<file path="src/rtl/rr_mux_arbiter.sv">
// rr_mux_arbiter: N-channel valid/ready merge with a single registered output
// stage. The grant is round-robin (rotating pointer) or fixed priority
// (channel 0 highest), chosen by FIXED_PRIO. The output stage refills in the
// same cycle it drains, so it sustains one word per cycle.
module rr_mux_arbiter #(
  parameter int unsigned N_CH       = 4,
  parameter int unsigned WIDTH      = 8,
  parameter int unsigned FIXED_PRIO = 0
) (
  input  logic                    clk,
  input  logic                    rst,
  input  logic [N_CH-1:0]         in_valid,
  input  logic [N_CH*WIDTH-1:0]   in_data,
  output logic [N_CH-1:0]         in_ready,
  output logic                    out_valid,
  output logic [WIDTH-1:0]        out_data,
  output logic [$clog2(N_CH)-1:0] out_ch,
  input  logic                    out_ready
);

  localparam int unsigned CW = $clog2(N_CH);
  // One extra bit so ptr + offset never overflows before the wrap correction.
  localparam int unsigned SW = CW + 1;

  logic [CW-1:0]    ptr_q, ptr_d;
  logic             out_valid_q, out_valid_d;
  logic [WIDTH-1:0] out_data_q, out_data_d;
  logic [CW-1:0]    out_ch_q, out_ch_d;

  logic             load_en;
  logic             any_grant;
  logic [CW-1:0]    gnt_idx;
  logic [N_CH-1:0]  grant;
  logic [SW-1:0]    cand;
  logic [WIDTH-1:0] sel_data;

  // The stage accepts a new word when empty or when its word leaves this cycle.
  always_comb begin
    load_en = !out_valid_q || out_ready;
  end

  // Grant search: walk channels starting at ptr (or at 0 for fixed priority)
  // and pick the first one with in_valid set. Depends only on in_valid and ptr.
  always_comb begin
    any_grant = 1'b0;
    gnt_idx   = '0;
    grant     = '0;
    cand      = '0;
    for (int unsigned k = 0; k < N_CH; k++) begin
      if (FIXED_PRIO != 0) begin
        cand = SW'(k);
      end else begin
        cand = {1'b0, ptr_q} + SW'(k);
        if (cand >= SW'(N_CH)) begin
          cand = cand - SW'(N_CH);
        end
      end
      if (!any_grant && in_valid[cand[CW-1:0]]) begin
        any_grant = 1'b1;
        gnt_idx   = cand[CW-1:0];
      end
    end
    if (any_grant) begin
      grant[gnt_idx] = 1'b1;
    end
  end

  // Ready is the grant qualified by stage availability, forced low in reset.
  always_comb begin
    if (rst) begin
      in_ready = '0;
    end else begin
      in_ready = grant & {N_CH{load_en}};
    end
  end

  // Data mux for the granted channel.
  always_comb begin
    sel_data = in_data[gnt_idx*WIDTH +: WIDTH];
  end

  // Next-state: load on grant, empty when nothing to load, hold when stalled.
  always_comb begin
    out_valid_d = out_valid_q;
    out_data_d  = out_data_q;
    out_ch_d    = out_ch_q;
    ptr_d       = ptr_q;
    if (load_en) begin
      if (any_grant) begin
        out_valid_d = 1'b1;
        out_data_d  = sel_data;
        out_ch_d    = gnt_idx;
        if (FIXED_PRIO == 0) begin
          if (gnt_idx == CW'(N_CH - 1)) begin
            ptr_d = '0;
          end else begin
            ptr_d = gnt_idx + CW'(1);
          end
        end
      end else begin
        out_valid_d = 1'b0;
      end
    end
  end

  // State registers with synchronous reset; reset discards any held word.
  always_ff @(posedge clk) begin
    if (rst) begin
      out_valid_q <= 1'b0;
      out_data_q  <= '0;
      out_ch_q    <= '0;
      ptr_q       <= '0;
    end else begin
      out_valid_q <= out_valid_d;
      out_data_q  <= out_data_d;
      out_ch_q    <= out_ch_d;
      ptr_q       <= ptr_d;
    end
  end

  // Output drive.
  always_comb begin
    out_valid = out_valid_q;
    out_data  = out_data_q;
    out_ch    = out_ch_q;
  end

endmodule

</file>
<file path="config.mk">
export PLATFORM = sky130hd
export DESIGN_NAME = rr_mux_arbiter
export DESIGN_NICKNAME = d
export VERILOG_FILES = /design/src/rtl/rr_mux_arbiter.sv
export SDC_FILE = /design/constraint.sdc
export NUM_CORES = 1
export LEC_CHECK = 0
export ABC_AREA = 1
export CORE_MARGIN = 2
export CORE_UTILIZATION = 45
export DETAILED_ROUTE_END_ITERATION = 10
export PLACE_DENSITY = 0.9
export RECOVER_POWER = 100
export SKIP_LAST_GASP = 1
export SLEW_MARGIN = 20
export SYNTH_ARGS = -nofsm -noshare
export SYNTH_HDL_FRONTEND = slang
export SYNTH_SLANG_ARGS = --single-unit
</file>
<file path="constraint.sdc">
create_clock -name clk -period 4.7 [get_ports clk]
set_input_delay 0.705 -clock clk [delete_from_list [all_inputs] [get_ports clk]]
set_output_delay 0.705 -clock clk [all_outputs]
set_load 0.02 [all_outputs]
</file>
## Word level (Yosys, flattened, before mapping)

Index checks and enable logic that the tools add are counted.
W data, S select, Z words.

| storage, ports and cells | value |
|---|---|
| logic and storage cells | 61 |
| output and inout bits | 15 |
| bits in registers | 13 |
| bits of input ports | 39 |

| operators by class | value |
|---|---|
| shift operators | 1 |
| multiplexer cells | 26 |
| magnitude comparators | 10 |
| $add $sub $neg | 8 |
| equality and inequality tests | 1 |
| bitwise gates (word level) | 1 |
| reductions and logical operators | 10 |

Operators by type and width:

| kind | count |
|---|---|
| $shiftx A32 B6 Y8 | 1 |
| $mux W2 | 9 |
| $lt A2 B3 Y1 const B | 5 |
| $mux W1 | 10 |
| $ge A3 B3 Y1 const B | 3 |
| $bmux W1 S2 | 4 |
| $mux W4 | 2 |
| $sub A2 B1 Y2 const B | 4 |
| $add A2 B2 Y3 const B | 2 |
| $and A4 B4 Y4 | 1 |
| $logic_and A1 B1 Y1 | 4 |
| $logic_not A1 Y1 | 4 |
| $add A2 B1 Y3 const B | 1 |
| $ge A2 B3 Y1 const B | 1 |
| $add A2 B1 Y2 const B | 1 |
| $demux W1 S2 | 1 |
| $eq A2 B2 Y1 const B | 1 |
| $ge A2 B1 Y1 const B | 1 |
| $reduce_and A2 Y1 | 1 |
| $logic_or A1 B1 Y1 | 1 |

## Depth between registers and ports, before layout

| logic depth | value |
|---|---|
| depth after elaboration | 21 |
| mapped depth | 16 |
| depth with buffers taken out | 14 |

## Worst setup path after synthesis

OpenSTA, ideal clock, no wires.

| timing path | value |
|---|---|
| path kind | in2out |
| start | in in_valid[3] |
| end | out in_ready[1] |
| buffers on the path | 0 |
| arrival | 2.009 ns |
| required time | 3.995 ns |
| cell stages on the path | 8 |
| setup slack | 1.986 ns |
| cell sequence | inv_1 -> nand2_1 -> nand3_1 -> nand2_1 -> inv_1 -> nand3_4 -> nand2_4 -> nor4_1 |

| on the way | value |
|---|---|
| longest elaborated chain between the ends | 19 |
| elaborated cells on any way between the ends | 30 |
| classes of those cells | order compare (2); mux (20); bitwise (1); reduce/logical (7) |

Ends and longest elaborated chain:

| element | RTL line | RTL |
|---|---|---|
| start: declaration | 12 | `input logic [N_CH-1:0] in_valid,` |
| $bmux W1 S2 | 58 | `if (!any_grant && in_valid[cand[CW-1:0]]) begin` |
| $mux W1 (implied by the code) | 58 |  |
| $mux W1 | 58 |  |
| $logic_not A1 Y1 | 58 |  |
| $logic_and A1 B1 Y1 | 58 |  |
| $mux W1 | 58 |  |
| $logic_not A1 Y1 | 58 |  |
| $logic_and A1 B1 Y1 | 58 |  |
| [3 not listed] | n/a |  |
| $mux W2 | 58 |  |
| $lt A2 B3 Y1 (implied by the code) or $ge A2 B1 Y1 (tied branches) | 64 | `grant[gnt_idx] = 1'b1;` |
| $logic_and A1 B1 Y1 (implied by the code) | 64 |  |
| $mux W1 (implied by the code) | 64 |  |
| $demux W1 S2 | 64 |  |
| $mux W4 (*) | 63 | `if (any_grant) begin` |
| $and A4 B4 Y4 (*) | 73 | `in_ready = grant & {N_CH{load_en}};` |
| $mux W4 (*) | 70 | `if (rst) begin` |
| end: declaration | 14 | `output logic [N_CH-1:0] in_ready,` |

Mark *: on every way between the ends. The rest lies on a longest branch, timed or not. The select of a mux whose other input is x is not followed.

## Worst setup path after layout

| timing path | value |
|---|---|
| start | in in_valid[1] |
| end | out in_ready[2] |

The elaborated chain is that of the path after synthesis.

==> impl_metrics.yaml <==
clock_network:
  clock-root-buffer: "clkbuf_4"
  holdBufCountCts: 0
  clk_latency_ns: 0.28
  cts_resized: 0
  cts_tree: "built"
  clkTransAtPathRegs_ns: 0.08
  numClockSinks: 13
  cts_made_buffers: 3
  post_cts_buffers: 0
  htreeDepth: 1
  clock_path_buffers: 2
synth:
  async_flop_share: 0
  yosys-top-cells-count: "nand2_1, nor2_1, inv_1, nand3_1, nand2_2"
  ys_types: 25
  synth_top_area_frac: 0.220
  yosys-top-cells-area: "dfxtp_1, nand2_1, nor2_1, nand2_2, inv_1"
  post-synth-top-count-cell: "nand2_1"
  synth_warnings: 0
  syn_area_mm2: 0.00118
  synth-seq-area-share: 0.220
  synth_edf_count: 0
  synth_area_per_cell_um2: 5.91
  synth_top_flop_cell: "dfxtp_1"
  synth-seq-cells: 13
  synthCells: 200
  yosys.area.top_type: "dfxtp_1"
  syn_nets: 240
sta:
  slew_headroom: 0.649
  tns_ns: 0
  finalWorstSetupSlack_ns: 0.645
  finClkSkew_ns: 0.0103
  drv_slew: 0
  min_period_ns: 4.05
  fmax_mhz: 247
  setup_viol: 0
  grt_setup_unrepaired: "false"
  finalCritPeriodShare: 0.863
  worstMarginPinSlew_ns: 0.524
  hold_violations: 0
floorplan:
  fp.coreArea_mm2: 0.00248
  die_w_um: 55.3
  start_util: 0.477
  die_y_um: 55.3
  die-area_mm2: 0.00305
  fp-row-count: 18
  pin_count: 54
final_layout:
  syn2layout_area_growth_pct: 42.9
  num-nets-final: 293
  drive_gt1_frac: 0.115
  n_antenna_cell: 0
power:
  power_switching_w: 0.000601
  pwr-share-clk: 0.064
  peakVddDrop_mv: 0.412
  p_int_w: 0.000487
  comb_power_share: 0.759
  seq_power_share: 0.177
  pwr_density_cell_mw_per_mm2: 644
  switching_share: 0.552
  leakagePower_nw: 0.881
global_routing:
  grt_pass1_wl_um: 5200
  grt.total_usage: 0.202
  overflow: 0
  antenna_found_initial: 0
  grt_max_degree: 18
  grt_pass1_vias: 1279
route:
  avgRoutedWirePerCell_um: 10.7
  first_pass_iters: 4
  vias_per_cell: 4.94
  antenna_left: 0
  drt_iter0_drc: 33
  drc: 0
  routed_wl_um: 3010
  dr_total_vias: 1392
place:
  pre_cts_slack_ns: 0.860
  gp_congestion: 0.759
  hpwl_um: 2380
  port_buffers: 53
critical_path:
  cp_max_fo: 13
  arrival_ns: 3.35
  worstSetupEndpointType: "output port"
  path_class: "primary input to output port"
  regToRegEndpoint: "ptr_q[1]"
  r2r-start: "ptr_q[0]"
  r2r_setup_slack_ns: 2.21
  reg2reg_depth: 10
  cp.required_ns: 3.99
  startpoint_type: "primary input"
worst_hold_path:
  hold_end: "out_ch[0]"
  hp-class: "flop to flop"
  hp-start: "out_ch[0]"
  min_path_cells: 2
outcome:
  status: "finished clean"
job:
  drv_cap: 0
metrics by stage:
step	util	instance area (um^2)	std cells	hold WS, ns	total power, W
floorplan	-	1180	200	0.548	0.000888
global placement	0.685	1700	278	0.493	0.00104
detailed placement	0.685	1700	278	0.490	0.00107
CTS	0.696	1720	282	0.511	0.00114
global route	0.682	1690	282	0.566	0.00121
finish	0.682	1690	282	0.515	0.00109
layout make-up:
cell class | instances | area, um^2
Inverter | 27 | 111
Clock buffer | 4 | 26.3
Sequential cell | 13 | 260
Timing Repair Buffer | 53 | 531
Fill cell | 227 | 788
Multi-Input combinational cell | 155 | 723
Tap cell | 30 | 37.5
cell families after synthesis:
kind of cell | synth area share
compound gates | 0.0328
buf+inv | 0.139
simple gates | 0.598
fa+ha+maj | 0.0106
flops | 0.220
worst max-delay path by stage:
stage	start	slack [ns]	end
floorplan	in_valid[3]	1.99	in_ready[1]
global placement	in_valid[3]	0.94	in_ready[3]
detailed placement	in_valid[2]	0.86	in_ready[3]
CTS	in_valid[2]	0.85	in_ready[3]
global route	in_valid[1]	0.38	in_ready[2]
finish	in_valid[1]	0.65	in_ready[2]
cells in the final DEF (no fill, tap or decap):
master            n
inv_4             1
inv_8             1
clkdlybuf4s50_1  40
a211oi_1          1
nor2_2            4
dfxtp_1          13
clkbuf_1          1
dlygate4sd3_1    13
nor3_1            2
nand3_2           3
inv_2             2
ha_1              1
clkbuf_4          3
nand3_1          18
nand4_1           4
o21ai_0           3
nand2_1          67
nor4_1            1
a31oi_1           1
nand2_2          13
nand2_4           1
nand3_4           1
a21oi_1           2
inv_1            23
nor2_1           33
power groups by stage:
stage          logic [W]  clock network, W  registers [W]
2_1_floorplan   0.000663                 0       0.000224
3_3_place_gp    0.000847                 0       0.000196
3_5_place_dp    0.000870                 0       0.000196
4_1_cts         0.000875         0.0000698       0.000194
5_1_grt         0.000936         0.0000743       0.000198
6_report        0.000825         0.0000696       0.000193
flip-flops by register name (all words and copies together) (netlist names):
name,flops
out_ch,2
out_data,8
out_valid,1
ptr_q,2
metal layers:
metal	vias up	global-route usage	wire length, um
met5	-	0	0
met4	0	0.0557	28
met3	4	0.0398	220
met2	51	0.362	1470
met1	616	0.244	1280
li1	721	-	-
worst max-delay path, cell delays in order:
cell	delay [ns]
dlygate4sd3_1	0.54
inv_1	0.05
nand2_1	0.07
nand3_1	0.09
nand2_1	0.13
inv_1	0.07
nand3_1	0.26
nand2_1	0.27
inv_2	0.26
nand2_1	0.10
nor3_1	0.16
clkdlybuf4s50_1	0.64
No activity file was read; power rests on OpenSTA's default activity.
